File: src/rtl/ifetch_pkg.sv
// Shared types and constants for the instruction prefetch path and its neighbours.
// Latency: none (declarations only).
// Backpressure: none (declarations only).
package ifetch_pkg;

    typedef enum logic [1:0] {
        IDLE      = 2'd0,
        REQ       = 2'd1,
        REQ_STALE = 2'd2
    } state_t;

    localparam int WIN_BYTES  = 10;
    localparam int WORD_BYTES = 8;

    // Y86-64 status codes, shared with fetch and the wrapper.
    typedef enum logic [2:0] {
        AOK = 3'd1,
        HLT = 3'd2,
        ADR = 3'd3,
        INS = 3'd4
    } stat_t;

    // Number of window bytes visible for a given queue occupancy.
    function automatic logic [3:0] win_clip(input int unsigned occ);
        return (occ >= WIN_BYTES) ? 4'(WIN_BYTES) : 4'(occ);
    endfunction

endpackage

File: src/rtl/byte_ring.sv
// Circular byte queue: up to 8 bytes written per cycle, 10-byte window read at the head.
// Latency: a write at edge N is visible on the window right after edge N.
// Backpressure: none internally; the writer only writes when at least 8 bytes are free.
module byte_ring
    import ifetch_pkg::*;
#(
    parameter int DEPTH = 16
) (
    input  logic                   clk,
    input  logic                   rst,
    input  logic                   flush_i,
    input  logic                   wr_en_i,
    input  logic [2:0]             wr_skip_i,
    input  logic [63:0]            wr_data_i,
    input  logic                   rd_en_i,
    input  logic [3:0]             rd_len_i,
    output logic [$clog2(DEPTH):0] count_o,
    output logic [79:0]            win_o
);

    localparam int PW = $clog2(DEPTH);
    localparam int CW = PW + 1;

    logic [7:0]    mem_q [DEPTH];
    logic [PW-1:0] head_q, head_d;
    logic [PW-1:0] tail_q, tail_d;
    logic [CW-1:0] count_q, count_d;
    logic [3:0]    wr_len;
    logic [PW-1:0] wr_idx [WORD_BYTES];
    logic [7:0]    wr_sel;
    logic [PW-1:0] rd_idx [WIN_BYTES];

    // Bytes below the skip offset belong to addresses before the fetch PC and are dropped.
    assign wr_len = 4'(WORD_BYTES) - {1'b0, wr_skip_i};

    // Map each incoming word byte to its slot, packing the kept bytes from the tail.
    always_comb begin
        for (int i = 0; i < WORD_BYTES; i++) begin
            wr_idx[i] = tail_q + PW'(i) - PW'(wr_skip_i);
            wr_sel[i] = wr_en_i && !flush_i && (3'(i) >= wr_skip_i);
        end
    end

    // Byte storage; contents beyond the occupancy are masked on read, so no reset.
    always_ff @(posedge clk) begin
        for (int i = 0; i < WORD_BYTES; i++) begin
            if (wr_sel[i]) begin
                mem_q[wr_idx[i]] <= wr_data_i[8*i +: 8];
            end
        end
    end

    // Pointer and occupancy update; flush wins over a same-cycle read or write.
    always_comb begin
        head_d  = head_q;
        tail_d  = tail_q;
        count_d = count_q;
        if (flush_i) begin
            head_d  = '0;
            tail_d  = '0;
            count_d = '0;
        end else begin
            if (rd_en_i) begin
                head_d = head_q + PW'(rd_len_i);
            end
            if (wr_en_i) begin
                tail_d = tail_q + PW'(wr_len);
            end
            count_d = count_q - (rd_en_i ? CW'(rd_len_i) : '0) + (wr_en_i ? CW'(wr_len) : '0);
        end
    end

    // Pointer registers.
    always_ff @(posedge clk or posedge rst) begin
        if (rst) begin
            head_q  <= '0;
            tail_q  <= '0;
            count_q <= '0;
        end else begin
            head_q  <= head_d;
            tail_q  <= tail_d;
            count_q <= count_d;
        end
    end

    // Window read from registered state only; bytes past the occupancy read as zero.
    always_comb begin
        win_o = '0;
        for (int k = 0; k < WIN_BYTES; k++) begin
            rd_idx[k] = head_q + PW'(k);
            if (CW'(k) < count_q) begin
                win_o[8*k +: 8] = mem_q[rd_idx[k]];
            end
        end
    end

    assign count_o = count_q;

endmodule

File: src/rtl/ifetch_buffer.sv
// Y86-64 instruction prefetch buffer: fetches aligned words, presents a 10-byte window at the fetch PC.
// Latency: memory ack at edge N shows on win_* after edge N; redirect issues its request after edge N+1.
// Backpressure: a request is issued only with >= 8 free bytes; req/addr hold until mem_ack.
module ifetch_buffer
    import ifetch_pkg::*;
#(
    parameter int          BUF_BYTES = 16,
    parameter logic [63:0] RESET_PC  = 64'h0
) (
    input  logic        clk,
    input  logic        rst,
    input  logic        redirect,
    input  logic [63:0] redirect_pc,
    output logic        mem_req,
    output logic [63:0] mem_addr,
    input  logic        mem_ack,
    input  logic [63:0] mem_rdata,
    input  logic        mem_err,
    output logic [79:0] win_bytes,
    output logic [3:0]  win_count,
    output logic [63:0] win_pc,
    output logic        win_err,
    input  logic        consume,
    input  logic [3:0]  consume_len
);

    localparam int CW = $clog2(BUF_BYTES) + 1;
    localparam logic [CW-1:0] ISSUE_MAX = CW'(BUF_BYTES - WORD_BYTES);

    state_t        state_q, state_d;
    logic [63:0]   word_addr_q, word_addr_d;
    logic [63:0]   req_addr_q, req_addr_d;
    logic [63:0]   pc_q, pc_d;
    logic [2:0]    skip_q, skip_d;
    logic          err_q, err_d;

    logic [CW-1:0] occ;
    logic [CW-1:0] occ_after;
    logic [3:0]    win_count_w;
    logic [3:0]    app_len;
    logic          consume_ok;
    logic          ack_vld;
    logic          append;

    assign win_count_w = win_clip(32'(occ));
    assign consume_ok  = consume && (consume_len != 4'd0) && (consume_len <= win_count_w);
    assign ack_vld     = (state_q != IDLE) && mem_ack;
    assign append      = (state_q == REQ) && mem_ack && !mem_err && !redirect;
    assign app_len     = 4'(WORD_BYTES) - {1'b0, skip_q};
    // Occupancy once this cycle's consume and append have both landed.
    assign occ_after   = occ - (consume_ok ? CW'(consume_len) : '0) + (append ? CW'(app_len) : '0);

    byte_ring #(
        .DEPTH(BUF_BYTES)
    ) u_ring (
        .clk       (clk),
        .rst       (rst),
        .flush_i   (redirect),
        .wr_en_i   (append),
        .wr_skip_i (skip_q),
        .wr_data_i (mem_rdata),
        .rd_en_i   (consume_ok && !redirect),
        .rd_len_i  (consume_len),
        .count_o   (occ),
        .win_o     (win_bytes)
    );

    // Handshake FSM, address/skip tracking and error latch; redirect overrides everything else.
    always_comb begin
        state_d     = state_q;
        word_addr_d = word_addr_q;
        req_addr_d  = req_addr_q;
        pc_d        = pc_q;
        skip_d      = skip_q;
        err_d       = err_q;
        if (redirect) begin
            pc_d        = redirect_pc;
            word_addr_d = {redirect_pc[63:3], 3'b000};
            skip_d      = redirect_pc[2:0];
            err_d       = 1'b0;
            // An ack arriving with the redirect closes the request; its data is dropped.
            case (state_q)
                IDLE:      state_d = IDLE;
                REQ:       state_d = ack_vld ? IDLE : REQ_STALE;
                REQ_STALE: state_d = ack_vld ? IDLE : REQ_STALE;
                default:   state_d = IDLE;
            endcase
        end else begin
            if (consume_ok) begin
                pc_d = pc_q + {60'd0, consume_len};
            end
            case (state_q)
                IDLE: begin
                    if (!err_q && (occ_after <= ISSUE_MAX)) begin
                        state_d    = REQ;
                        req_addr_d = word_addr_q;
                    end
                end
                REQ: begin
                    if (mem_ack) begin
                        state_d = IDLE;
                        if (mem_err) begin
                            err_d = 1'b1;
                        end else begin
                            word_addr_d = word_addr_q + 64'd8;
                            skip_d      = 3'd0;
                        end
                    end
                end
                REQ_STALE: begin
                    if (mem_ack) begin
                        state_d = IDLE;
                    end
                end
                default: state_d = IDLE;
            endcase
        end
    end

    // State registers.
    always_ff @(posedge clk or posedge rst) begin
        if (rst) begin
            state_q     <= IDLE;
            word_addr_q <= {RESET_PC[63:3], 3'b000};
            req_addr_q  <= {RESET_PC[63:3], 3'b000};
            pc_q        <= RESET_PC;
            skip_q      <= RESET_PC[2:0];
            err_q       <= 1'b0;
        end else begin
            state_q     <= state_d;
            word_addr_q <= word_addr_d;
            req_addr_q  <= req_addr_d;
            pc_q        <= pc_d;
            skip_q      <= skip_d;
            err_q       <= err_d;
        end
    end

    assign mem_req   = (state_q != IDLE);
    assign mem_addr  = req_addr_q;
    assign win_count = win_count_w;
    assign win_pc    = pc_q;
    assign win_err   = err_q && (win_count_w < 4'(WIN_BYTES));

endmodule
File: config.mk
export PLATFORM = sky130hd
export DESIGN_NAME = ifetch_buffer
export DESIGN_NICKNAME = d
export VERILOG_FILES = /design/src/rtl/ifetch_pkg.sv /design/src/rtl/byte_ring.sv /design/src/rtl/ifetch_buffer.sv
export SDC_FILE = /design/constraint.sdc
export NUM_CORES = 2
export LEC_CHECK = 0
export BUFFER_PORTS_ARGS = -buffer_cell sky130_fd_sc_hd__buf_4
export CAP_MARGIN = 20
export CORE_UTILIZATION = 45
export CTS_CLUSTER_SIZE = 20
export DETAILED_ROUTE_END_ITERATION = 16
export SLEW_MARGIN = 30
export SYNTH_ARGS = -nofsm -noshare
export SYNTH_HDL_FRONTEND = slang
export SYNTH_SLANG_ARGS = --single-unit
File: constraint.sdc
create_clock -name clk -period 15.5 [get_ports clk]
set_input_delay 0.775 -clock clk [delete_from_list [all_inputs] [get_ports clk]]
set_output_delay 0.775 -clock clk [all_outputs]
set_load 0.05 [all_outputs]
== After elaboration in Yosys (flattened, before gate mapping) ==
Memory sizes are Yosys's and may differ from the RTL's.
Cells that the tools add are included.

* Register bits after elaboration: 211
* Memory bits (writable): 128
* Output and inout bits: 214
* Memories: 1

{| class="wikitable"
|+ Memories
! name !! words !! width !! read ports !! clocked after memory_dff !! write ports !! RTL line !! source
|-
| u_ring.mem_q || 16 || 8 || 10 || 0 || 8 || byte_ring.sv:24 || <nowiki>logic [7:0] mem_q [DEPTH];</nowiki>
|}

* $add $sub $neg: 33
* Magnitude comparators: 22
* Eq/ne operators: 5
* Multiplexer cells: 55
* Bitwise logic cells: 1
* Reduce and logical (&&, ||, !) cells: 35

{| class="wikitable"
|+ Operator list
! operator !! count
|-
| 64-bit 2-to-1 mux || 6
|-
| 8-bit 2-to-1 mux || 10
|-
| 64-bit by 4-bit adder with 64-bit output || 1
|-
| 64-bit by 4-bit adder with 64-bit output, second input constant || 1
|-
| 4-bit by 3-bit adder with 4-bit output, second input constant || 8
|-
| 4-bit 2-to-1 mux || 8
|-
| 4-bit by 3-bit subtractor with 4-bit output || 8
|-
| 3-bit by 5-bit less-than comparator with 1-bit output, first input constant || 4
|-
| 1-bit 2-to-1 mux || 20
|-
| 1-bit logical AND || 18
|-
| 4-bit by 2-bit adder with 4-bit output, second input constant || 4
|-
| 2-bit nonzero test || 7
|-
| 3-bit >= comparator, first input constant || 4
|-
| 3-bit 2-to-1 mux || 4
|-
| 5-bit adder || 2
|-
| 1-bit by 5-bit less-than comparator with 1-bit output, first input constant || 2
|-
| 2-bit by 5-bit less-than comparator with 1-bit output, first input constant || 2
|-
| 4-bit by 5-bit less-than comparator with 1-bit output, first input constant || 2
|-
| 2-bit 2-to-1 mux || 5
|-
| 3-bit AND reduction || 3
|-
| 4-bit by 1-bit adder with 4-bit output, second input constant || 2
|-
| 4-bit adder || 2
|-
| 4-bit adder, second input constant || 2
|-
| 1-bit by 3-bit >= comparator with 1-bit output, first input constant || 2
|-
| 21 further kinds || 24
|}

== Logic depth before layout (Yosys ltp) ==
* Depth in word-level cells: 12
* Gate-level depth with buffers: 21

== Modules after synthesis ==
From an unflattened synthesis, not the netlist that was laid out.

* Cell total of the unflattened synthesis: 3424
* Area total of the unflattened synthesis: 31854.3 um^2

{| class="wikitable"
|+ By module, submodules not included
! module !! instances !! cells each !! area each (um^2) !! seq. area each (um^2)
|-
| byte_ring || 1 || 2443 || 21535.7 || 4169.0
|-
| ifetch_buffer || 1 || 981 || 10318.6 || 4804.6
|}

== Worst setup path after synthesis ==
No wires, ideal clock.

* Kind: reg-to-reg
* Start point: register u_ring.count_q[2] (netlist: u_ring.count_o[2])
* End point: register req_addr_q[10] (netlist: mem_addr[10])
* Setup time: 125 ps
* Data arrival time: 5713 ps
* Required time: 15375 ps
* Slack: 9662 ps
* Cell stages (with the launch flop): 19
* Buffers on the path: 2
* Period minus slack after synthesis: 5838 ps
* Path through: dfrtp_1 inv_1 o21ai_0 inv_1 ha_1 nor2b_1 o2111ai_2 nand2_1 clkbuf_1 nor2_1 fa_1 inv_1 fa_1 xor2_1 or3_1 a211o_1 nor3_1 buf_2 mux2_2

* Longest elaborated chain between the ends: 10

{| class="wikitable"
|+ RTL lines
! item !! RTL line !! source
|-
| from (decl) || byte_ring.sv:27 || <nowiki>logic [CW-1:0] count_q, count_d;</nowiki>
|-
| from (signal assigned) || byte_ring.sv:82 || <nowiki>count_q <= count_d;</nowiki>
|-
| 5-bit by 4-bit >= comparator with 1-bit output || ifetch_pkg.sv:25 || <nowiki>return (occ >= WIN_BYTES) ? 4'(WIN_BYTES) : 4'(occ);</nowiki>
|-
| 4-bit 2-to-1 mux || ifetch_pkg.sv:25 ||
|-
| via win_count[1] || ifetch_buffer.sv:20 || <nowiki>output logic [3:0] win_count,</nowiki>
|-
| 4-bit less-or-equal comparator || ifetch_buffer.sv:46 || <nowiki>assign consume_ok = consume && (consume_len != 4'd0) && (consume_len <= win_count_w);</nowiki>
|-
| 1-bit logical AND || ifetch_buffer.sv:46 ||
|-
| 4-bit 2-to-1 mux || ifetch_buffer.sv:51 || <nowiki>assign occ_after = occ - (consume_ok ? CW'(consume_len) : '0) + (append ? CW'(app_len) : '0);</nowiki>
|-
| 5-bit by 4-bit subtractor with 5-bit output || ifetch_buffer.sv:51 ||
|-
| 5-bit adder || ifetch_buffer.sv:51 ||
|-
| 5-bit by 4-bit less-or-equal comparator with 1-bit output || ifetch_buffer.sv:94 || <nowiki>if (!err_q && (occ_after <= ISSUE_MAX)) begin</nowiki>
|-
| 1-bit logical AND || ifetch_buffer.sv:94 ||
|-
| 3-bit AND reduction (no line) || - ||
|-
| to (signal assigned) || ifetch_buffer.sv:125 || <nowiki>req_addr_q <= {RESET_PC[63:3], 3'b000};</nowiki>
|-
| to (signal assigned) || ifetch_buffer.sv:132 || <nowiki>req_addr_q <= req_addr_d;</nowiki>
|-
| to (decl) || ifetch_buffer.sv:32 || <nowiki>logic [63:0] req_addr_q, req_addr_d;</nowiki>
|}

The timed path passes the listed nets, and every way through them passes these cells.
A chain may end at the register's enable or synchronous reset.

== Final worst setup path ==
* Start point: register u_ring.count_q[4] (netlist: u_ring.count_o[4])
* End point: register req_addr_q[34] (netlist: mem_addr[34])

* Longest elaborated chain between the ends: 10

{| class="wikitable"
|+ RTL lines
! item !! RTL line
|-
| 5-bit by 4-bit >= comparator with 1-bit output || ifetch_pkg.sv:25
|-
| 4-bit 2-to-1 mux || ifetch_pkg.sv:25
|-
| 4-bit less-or-equal comparator || ifetch_buffer.sv:46
|-
| 1-bit logical AND || ifetch_buffer.sv:46
|-
| 4-bit 2-to-1 mux || ifetch_buffer.sv:51
|-
| 5-bit by 4-bit subtractor with 5-bit output (*) || ifetch_buffer.sv:51
|-
| 5-bit adder (*) || ifetch_buffer.sv:51
|-
| 5-bit by 4-bit less-or-equal comparator with 1-bit output (*) || ifetch_buffer.sv:94
|-
| 1-bit logical AND (*) || ifetch_buffer.sv:94
|-
| 3-bit AND reduction (no line) (*) || -
|}

Mark *: on every way between the ends. The rest lies on a longest branch, timed or not.

==> results.toml <==
[timing]
fin_crit_sh = 0.373
finClkSkew_ns = 0.0233
setup_slack_ns = 9.71
setup-tns-final_ns = 0
setup_viol = 0
worst_pin_slew_ns = 1.19
grt_setup_unrepaired = "no"
hold-worst-slack_ns = 0.235
drv_slew = 0
period_minus_slack_ns = 5.79
fmax_mhz = 173
relSlewSlack = 0.202
finalHoldViolCount = 0

[finish]
utilization = 0.524
instances_no_fill = 4424
area_delta_synth_final_pct = 15.3
multi_input_area_mm2 = 0.0215
fin_nets = 3653
final_layout_size_suffix_gt1_frac = 0.262
nFillCells = 6318
final_area_mm2 = 0.0366
seq_area_mm2 = 0.00898

[global_routing]
antenna_found_initial = 14
track_usage = 0.455
grt_pass1_vias = 30800
grt_pass1_wl_um = 230000
grt_overflow = 0
grt_max_degree = 82

[placed_design]
port_buffers = 348
place_area_mm2 = 0.0351
dp_hpwl_um = 124000
post-place-ws_ns = 9.78
dp_cells = 4341
gp_congestion = 1.12

[clock_network]
cts_buffer_depth = 3
path_clk_slew_ns = 0.06
clock_latency_ns = 0.59
clock_sinks = 333
cts_buffers = 41
cts-htree-levels = 2
hold_buffers = 0
root_buffer = "clkbuf_16"
cts_setup_buffers = 0
cts_resized = 0
cts_tree = "yes"

[logic_synthesis]
synth_top_cell_by_area = "dfrtp_1"
yosys-top-cells-area = "dfrtp_1, mux4_2, edfxtp_1"
synth_edf_count = 128
ys_seq_elements = 333
yosysWarnings = 0
ys_types = 97
ys_async_sr_fraction = 0.616
netlist_area_mm2 = 0.0317
avgSynthCellArea_um2 = 9.74
synthCells = 3260
ys.flop_type = "dfrtp_1"
ys_seq_area_frac = 0.283
netlist.area_leader.share = 0.162

[setup_path]
worst_setup_path_start_kind = "flip-flop"
cp_max_fo = 61
slowest_stage = "buf_4"
rr_worst_depth = 16
worstSetupPathType = "reg -> reg"
critPathRequiredTime_ns = 15.97
cp.arrival_ns = 6.25
worstReg2RegEnd = "mem_addr[34]"
reg2reg_from = "u_ring.count_o[4]"
crit_buf_inv = 3
reg2reg_slack_ns = 9.71
cp_cell_sequence = "or2_2, inv_1, nand2_1, ha_1, nand4_1, a21oi_2, nand2_1, nor2_1, fa_1, inv_1, fa_1, or3_1, a211o_1, nor3_2, buf_4, mux2_2"
crit_path_end_kind = "flip-flop"
critPathMaxStageDelay_ns = 0.70
crit_family = "simple AND/OR/NAND/NOR gates"

[floorplan]
coreArea_mm2 = 0.0699
pin_count = 352
initial_utilization = 0.454
num_rows = 97
die_w_um = 268
dieArea_mm2 = 0.0716
die_h_um = 268

[drt]
vias = 33300
drt_first_pass_iters = 14
drt_iter0_markers = 5643
wirelength_um = 168000
drtAntennaViolNets = 0
wire_per_inst_um = 38.0
route.detailed.drc = 0
routed_via_density = 7.53

[run_status]
status = "finished, final reports clean"

[power_and_ir_drop]
ir_worst_vdd_uv = 302
power_leakage_nw = 13.7
finalPower_mw = 5.66
powerDensity_mw_per_mm2 = 155

[hold_path]
min_path_type = "in -> async"

[job]
drv_cap = 0
-- worst register-to-register path: stages (launching register included) --
cell	delay, ns
dfrtp_1	0.46
or2_2	0.37
inv_1	0.39
nand2_1	0.14
ha_1	0.36
nand4_1	0.13
a21oi_2	0.28
nand2_1	0.36
nor2_1	0.22
fa_1	0.44
inv_1	0.12
fa_1	0.39
or3_1	0.37
a211o_1	0.31
nor3_2	0.13
buf_4	0.70
mux2_2	0.50
-- state kept, by name, summed over array words and instances (netlist names), 2 cells and up --
signal,flops
u_ring.head_q,4
skip_q,3
u_ring.mem_q,128
word_addr_q,61
u_ring.tail_q,4
win_pc,64
mem_addr,61
u_ring.count_o,5
state_q,2
-- final cells by class --
cell class,instances,area share
multi-input cells,2578,0.588
flip-flops and latches,333,0.245
repair buffers,415,0.0872
well taps,940,0.0321
clock buffers,52,0.0297
clock inverters,21,0.00855
inverters,78,0.00827
diodes,7,0.000479
-- placed cells by master, fill, tap and decap left out, types with 94 or more instances in the layout --
| cell | n |
|---|---|
| a21oi_1 | 94 |
| buf_4 | 410 |
| dfrtp_1 | 203 |
| edfxtp_1 | 128 |
| mux2_2 | 148 |
| mux2i_1 | 132 |
| mux4_2 | 200 |
| nand2_1 | 306 |
| nor2_1 | 205 |
| nor3_1 | 95 |
| o21ai_0 | 108 |
| o22ai_1 | 131 |
-- synthesized netlist by cell type (59+ instances only) --
cell,n
edfxtp_1,128
nor3_1,99
nand2_1,306
o22ai_1,131
clkbuf_1,191
o21ai_0,108
inv_1,74
xnor2_1,66
xor2_1,69
a211oi_1,62
mux4_2,200
mux2_2,148
o211ai_1,59
o31a_1,59
nor2_1,211
a222oi_1,76
nor2b_1,79
dfrtp_1,205
a21oi_1,94
mux2i_1,132
nand3_1,88
-- worst max-delay path by stage --
stage	cells after the start	to	start	slack, ns
after floorplan	1	err_q	rst	9.13
after global placement	16	mem_addr[37]	u_ring.count_o[4]	9.90
after detailed placement	16	mem_addr[39]	u_ring.count_o[4]	9.78
after CTS	16	mem_addr[51]	u_ring.count_o[4]	9.75
after global routing	16	mem_addr[51]	u_ring.count_o[4]	9.35
final	16	mem_addr[34]	u_ring.count_o[4]	9.71
-- report_power, final --
part	switching, mW	total, mW	internal (mW)
clock	0.415	1.02	0.601
sequential	0.125	1.18	1.06
combinational	2.28	3.46	1.19
-- layer usage --
layer | wire length [µm] | track usage
met1 | 62200 | 0.588
met2 | 68700 | 0.632
met3 | 24700 | 0.182
met4 | 12500 | 0.282
met5 | 181 | 0
-- logic make-up (layout without fill, tap and decap cells) --
family | count (synthesis) | in the layout | share of synthesized area
other | 1 | 10 | 0.000118
buffers and inverters | 351 | 566 | 0.0442
muxes | 480 | 480 | 0.236
and+or+nand+nor | 1033 | 1033 | 0.161
AOI/OAI and AO/OA | 848 | 848 | 0.199
DFF | 333 | 333 | 0.283
adders and majority gates | 68 | 68 | 0.0315
xor gates and xnor gates | 146 | 146 | 0.0453
(Power assumes the default switching activity.)
